--- src/rtl/ysyx_22050499_scoreboard.sv ---
// Register-write scoreboard with RAW interlock: per-register pending-write counters
// for GPRs and the CSR file. Define YSYX_22050499_SB_BYPASS_EN to release on WB forward.
module ysyx_22050499_scoreboard #(
  parameter int CNT_W = 2
) (
  input  logic       clock,
  input  logic       reset,
  input  logic       id_valid,
  input  logic       id_fire,
  input  logic [4:0] id_rs1,
  input  logic [4:0] id_rs2,
  input  logic       id_rs1_used,
  input  logic       id_rs2_used,
  input  logic [4:0] id_rd,
  input  logic       id_rd_wen,
  input  logic       id_csr_ren,
  input  logic       id_csr_wen,
  input  logic       wb_valid,
  input  logic [4:0] wb_rd,
  input  logic       wb_rd_wen,
  input  logic       wb_csr_wen,
  input  logic       flush,
  output logic       stall,
  output logic       sb_idle,
  output logic       sb_err
);

  localparam logic [CNT_W-1:0] CNT_MAX = '1;
  localparam logic [CNT_W-1:0] CNT_ONE = CNT_W'(1);

  logic [CNT_W-1:0] gpr_cnt_q [1:31];
  logic [CNT_W-1:0] gpr_cnt_d [1:31];
  logic [CNT_W-1:0] csr_cnt_q, csr_cnt_d;
  logic             sb_idle_q, sb_idle_d;
  logic             sb_err_q, sb_err_d;

  logic        inc_gpr, dec_gpr, inc_csr, dec_csr;
  logic [31:0] inc_hit, dec_hit;
  logic [31:0] gpr_busy;
  logic        csr_busy;

  assign inc_gpr = id_fire & id_rd_wen & (id_rd != 5'd0);
  assign dec_gpr = wb_valid & wb_rd_wen & (wb_rd != 5'd0);
  assign inc_csr = id_fire & id_csr_wen;
  assign dec_csr = wb_valid & wb_csr_wen;

  assign inc_hit = inc_gpr ? (32'd1 << id_rd) : 32'd0;
  assign dec_hit = dec_gpr ? (32'd1 << wb_rd) : 32'd0;

  // Busy uses register state only; with bypass, a last pending writer committing now is forwarded.
  always_comb begin
    gpr_busy = 32'd0;
    for (int r = 1; r < 32; r++) begin
      gpr_busy[r] = (gpr_cnt_q[r] != '0);
`ifdef YSYX_22050499_SB_BYPASS_EN
      if ((gpr_cnt_q[r] == CNT_ONE) && dec_hit[r]) gpr_busy[r] = 1'b0;
`endif
    end
    csr_busy = (csr_cnt_q != '0);
`ifdef YSYX_22050499_SB_BYPASS_EN
    if ((csr_cnt_q == CNT_ONE) && dec_csr) csr_busy = 1'b0;
`endif
  end

  // stall deliberately ignores id_fire so issue logic may depend on it without a loop.
  assign stall = id_valid & ((id_rs1_used & gpr_busy[id_rs1]) |
                             (id_rs2_used & gpr_busy[id_rs2]) |
                             (id_csr_ren & csr_busy));

  always_comb begin
    sb_err_d  = sb_err_q;
    csr_cnt_d = csr_cnt_q;
    for (int r = 1; r < 32; r++) begin
      gpr_cnt_d[r] = gpr_cnt_q[r];
      if (flush) begin
        gpr_cnt_d[r] = '0;
      end else if (inc_hit[r] && !dec_hit[r]) begin
        if (gpr_cnt_q[r] == CNT_MAX) sb_err_d = 1'b1;
        else                         gpr_cnt_d[r] = gpr_cnt_q[r] + CNT_ONE;
      end else if (dec_hit[r] && !inc_hit[r]) begin
        if (gpr_cnt_q[r] == '0) sb_err_d = 1'b1;
        else                    gpr_cnt_d[r] = gpr_cnt_q[r] - CNT_ONE;
      end
    end

    if (flush) begin
      csr_cnt_d = '0;
    end else if (inc_csr && !dec_csr) begin
      if (csr_cnt_q == CNT_MAX) sb_err_d = 1'b1;
      else                      csr_cnt_d = csr_cnt_q + CNT_ONE;
    end else if (dec_csr && !inc_csr) begin
      if (csr_cnt_q == '0) sb_err_d = 1'b1;
      else                 csr_cnt_d = csr_cnt_q - CNT_ONE;
    end

    // Issuing past an interlock is a protocol error even though the write is still tracked.
    if (id_fire && stall) sb_err_d = 1'b1;

    sb_idle_d = (csr_cnt_d == '0);
    for (int r = 1; r < 32; r++) begin
      if (gpr_cnt_d[r] != '0) sb_idle_d = 1'b0;
    end
  end

  always_ff @(posedge clock) begin
    if (reset) begin
      for (int r = 1; r < 32; r++) gpr_cnt_q[r] <= '0;
      csr_cnt_q <= '0;
      sb_idle_q <= 1'b1;
      sb_err_q  <= 1'b0;
    end else begin
      for (int r = 1; r < 32; r++) gpr_cnt_q[r] <= gpr_cnt_d[r];
      csr_cnt_q <= csr_cnt_d;
      sb_idle_q <= sb_idle_d;
      sb_err_q  <= sb_err_d;
    end
  end

  assign sb_idle = sb_idle_q;
  assign sb_err  = sb_err_q;

endmodule

--- config.mk ---
export PLATFORM = sky130hd
export DESIGN_NAME = ysyx_22050499_scoreboard
export DESIGN_NICKNAME = d
export VERILOG_FILES = /design/src/rtl/ysyx_22050499_scoreboard.sv
export SDC_FILE = /design/constraint.sdc
export NUM_CORES = 1
export LEC_CHECK = 0
export CAP_MARGIN = 10
export CORE_UTILIZATION = 50
export CTS_CLUSTER_DIAMETER = 200
export CTS_CLUSTER_SIZE = 10
export DETAILED_ROUTE_END_ITERATION = 16
export HOLD_SLACK_MARGIN = 0.15
export PLACE_DENSITY = 0.78
export SYNTH_ARGS = -nofsm -noshare
export SYNTH_HDL_FRONTEND = slang
export SYNTH_SLANG_ARGS = --single-unit
--- constraint.sdc ---
create_clock -name clock -period 3.7 [get_ports clock]
set_input_delay 0.74 -clock clock [delete_from_list [all_inputs] [get_ports clock]]
set_output_delay 0.74 -clock clock [all_outputs]
set_load 0.005 [all_outputs]
After elaboration in Yosys (flattened, before gate mapping)
Memories as Yosys holds them, arrays and structs flattened.
Cells that the tools add are included.

operators by class
  add/subtract/negate cells = 64
  $lt $le $gt $ge = 2
  eq/ne operators = 32
  shift operators = 2
  mux-type cells = 392
  bitwise logic cells = 43
  reduce and logical (&&, ||, !) cells = 227

operators by type and width
  cell                  number
  $mux 2                191
  $mux 1                197
  $reduce_bool 2->1     63
  $logic_not 2->1       33
  $logic_and 1x1->1     65
  $add 2x1->2 const B   32
  $eq 2x2->1 const B    32
  $logic_not 1->1       64
  $mux 32               2
  $shl 1x5->32 const A  2
  $sub 2x1->2 const B   32
  $or 1x1->1            33
  $lt 5x6->1 const B    2
  $and 1x1->1           10
  $bmux 1 s5            2
  $reduce_bool 5->1     2

word-level totals
  register bits after elaboration = 4
  memory bits (writable) = 62
  input port bits = 33
  output and inout port bits = 3
  logic and storage cells = 766
  memories kept = 1

memory list
  memory     depth  bits a word  read ports  clocked after Yosys merged registers in  write ports  line  source
  gpr_cnt_q  31     2            31          0                                        31           31    logic [CNT_W-1:0] gpr_cnt_q [1:31];

Depth between registers and ports, before layout
  word-level depth = 133
  gate-level depth with buffers = 10
  depth with buffers taken out = 8

Least setup slack after synthesis
OpenSTA, ideal clock, no wires.

  path kind = in2out
  start point = input id_rs2[3]
  end point = output stall
  arrival = 2.283 ns
  required time = 2.960 ns
  path slack = 0.677 ns
  stages on the path = 7
  buffers on the path = 2
  path through = clkbuf_1 -> clkbuf_1 -> o21ai_0 -> mux4_2 -> a21oi_1 -> a21oi_1 -> o21a_1

between the ends
  word-level cells in the longest chain between the ends = 6

RTL lines
  what                          line  source
  from (decl)                   11    input logic [4:0] id_rs2,
  $bmux 1 s5                    67    (id_rs2_used & gpr_busy[id_rs2]) |
  $mux 1 (implied by the code)  67
  $and 1x1->1                   67
  $or 1x1->1                    66    assign stall = id_valid & ((id_rs1_used & gpr_busy[id_rs1]) |
  $or 1x1->1                    67
  $and 1x1->1                   66
  to (decl)                     23    output logic stall,

Every way passes these cells. The select of a mux whose other input is x is not followed.

Final worst setup path
  start point = input id_rs1[3]
  end point = output stall

between the ends
  word-level cells in the longest chain between the ends = 6

RTL lines
  what                          line  source
  from (decl)                   10    input logic [4:0] id_rs1,
  $bmux 1 s5                    66
  $mux 1 (implied by the code)  66
  $and 1x1->1                   66
  $or 1x1->1                    66
  $or 1x1->1                    67
  $and 1x1->1                   66

Every way passes these cells. The select of a mux whose other input is x is not followed.

==> flow_summary.yaml <==
yosys:
  synth_area_leaders: "dfxtp_1 26%, nor2_1 6.3%, a21oi_1 6.1%, a211oi_1 6.1%, o21ai_0 5.9%"
  yosysWarnings: 0
  synth_fp_nets: 744
  yosysMostFrequentCell: "nor2_1"
  synth_area_leader_cell: "dfxtp_1"
  netlist_area_um2: 5160
  synth_top_cell_area_share: 0.256
  synth.distinct_cells: 68
  yosysSeqAreaShare: 0.256
  ys_ff_latch: 66
  async_flop_share: 0
  yosys-top-cells-count: "86 x nor2_1, 66 x dfxtp_1, 63 x a21oi_1"
  syn_inst: 711
  synth_edf_count: 0
  syn_avg_cell_area_um2: 7.26
  synthFlopType: "dfxtp_1"
timing:
  fmax_mhz: 279
  maxSlewHeadroom: 0.437
  fin_crit_sh: 0.967
  worst_slew_pin_slew_ns: 0.842
  fin_skew_ns: 0.00649
  finalSetupTns_ns: 0
  period_minus_slack_ns: 3.58
  rsz0062_at_grt: "false"
  finalSetupViolations: 0
  finalHoldViolations: 0
  fin_hold_ws_ns: 0.540
  finalMaxSlewViolations: 0
grt:
  use_met1: 0.492
  grt_util_met2: 0.599
  met3_usage: 0.0717
  track_usage: 0.377
  grt_max_degree: 24
  antenna_found_initial: 0
  top_usage_layer: "met2"
  grt_overflow: 0
  grt_pass1_wl_um: 31300
  grt_pass1_vias: 5659
worst_setup_path:
  worst_ep_arrival_time_ns: 2.84
  cp-start-kind: "primary input"
  crit_type: "primary input to output port"
  required_ns: 2.96
  worst-r2r-setup-slack_ns: 1.24
  cp-end-kind: "output port"
  worstPathMaxFanout: 20
die:
  chipHeight_um: 104
  rows: 36
  ios: 36
  dieArea_um2: 10700
  start_util: 0.523
  core_um2: 9860
  dieWidth_um: 104
final_layout:
  final_area_um2: 6430
  instances_no_fill: 946
  syn2layout_area_growth_pct: 24.6
  num-nets-final: 841
  num_antenna_cells: 0
  final_util: 0.652
  drive_above_1_share: 0.172
drt:
  drc_errors: 0
  first_pass_iters: 6
  wl_per_cell_um: 21.3
  via_count: 6338
  routed_wl_um: 20200
  drt_iter0_drc: 882
  vias_per_cell: 6.70
  postRouteAntennaNets: 0
placed_design:
  portBuffers: 35
  hpwl_um: 15600
  dp_cells: 929
  placed_cell_area_um2: 6220
  gp_congestion: 1.04
power:
  internal-power_mw: 1.14
  power.share.clock: 0.393
  power_frac_comb: 0.153
  pwr_density_cell_nw_per_um2: 246
  swShare: 0.282
  seqPwrFrac: 0.454
  switchingPower_uw: 446
  ir_worst_vdd_v: 0.000186
  p_leak_nw: 2.39
run:
  cap_violations: 0
clocking:
  clock-root-buffer: "clkbuf_8"
  cts_sinks: 66
  clock_latency_ns: 0.37
  cts_tree: "done"
  h-tree-depth: 3
  cts_buffers: 9
  clkTransAtPathRegs_ns: 0.08
  cts_buffer_depth: 2
outcome:
  outcome: "complete, no violations"
hold_path:
  hp-class: "flop to flop"
[worst paths after layout]
kind                                  startpoint                to  cells past startpoint
worst min-delay path            gpr_cnt_q[0][11]  gpr_cnt_q[0][10]                      2
worst max-delay path                   id_rs1[3]             stall                      9
worst max register to register  gpr_cnt_q[0][22]            sb_err                      9
worst min register to register  gpr_cnt_q[0][11]  gpr_cnt_q[0][10]                      2
[metrics by stage]
step           total power, mW  setup slack [ns]
2_1_floorplan            0.847             0.677
3_3_place_gp             0.963            -0.165
3_5_place_dp             0.968            -0.203
4_1_cts                   1.57             0.132
5_1_grt                   1.62           0.00816
6_report                  1.58             0.121
[flip-flops by register name (all words and copies together) (netlist names)]
name / count
csr_cnt_q: 2
sb_idle: 1
gpr_cnt_q: 62
sb_err: 1
[critical path, cell delays in order]
cell	delay, ns
clkdlybuf4s50_1	0.45
buf_12	0.18
nor3_1	0.14
a21oi_1	0.07
mux4_2	0.48
a21oi_1	0.16
o311ai_1	0.11
o21a_1	0.22
dlygate4sd2_1	0.27
[cells by family (layout without fill, tap and decap cells)]
group	count (synthesis)	count (layout)	share of synthesized area
AO/OA/AOI/OAI	277	277	0.363
AND/OR/NAND/NOR	271	271	0.267
buffers and inverters	85	187	0.0689
flip-flops	66	66	0.256
multiplexers	12	12	0.0454
[repair_timing]
| action | CTS | global route |
|---|---|---|
| buffers inserted | 1 | 0 |
| endpoints found under the setup margin | 1 | 0 |
| hold buffers | 0 | 0 |
| resized for setup | 10 | 0 |
[cells in the final DEF, fill, tap and decap left out, drive strengths merged, types with 11 or more instances in the layout]
cell type	instances
o21ai	61
nor2	86
dfxtp	66
clkdlybuf4s50	31
clkbuf	11
nand2	49
buf	96
a211oi	42
inv	40
o211ai	25
and3	14
a21oi	63
nor3	45
[cell type report]
cell class                 count  area, um2
timing repair buffer         131       1110
tap                          133        166
clock inverter                 5       55.1
multi-input combinational    560       3490
inverter                      40        150
clock buffer                  11        131
fill                         895       3440
sequential                    66       1320
[per-layer routing]
metal  vias to the layer above  share of wire
li1                       2905              -
met1                      2969           0.40
met2                       398           0.45
met3                        66           0.10
met4                         0          0.047
met5                         -              0
[power groups by stage]
stage / logic (mW) / clock network [mW] / registers (mW)
detailed placement: 0.234 / 0 / 0.734
global placement: 0.228 / 0 / 0.734
global route: 0.255 / 0.648 / 0.718
floorplan: 0.114 / 0 / 0.733
finish: 0.243 / 0.621 / 0.718
CTS: 0.236 / 0.614 / 0.718
No activity file was read; power rests on OpenSTA's default activity.
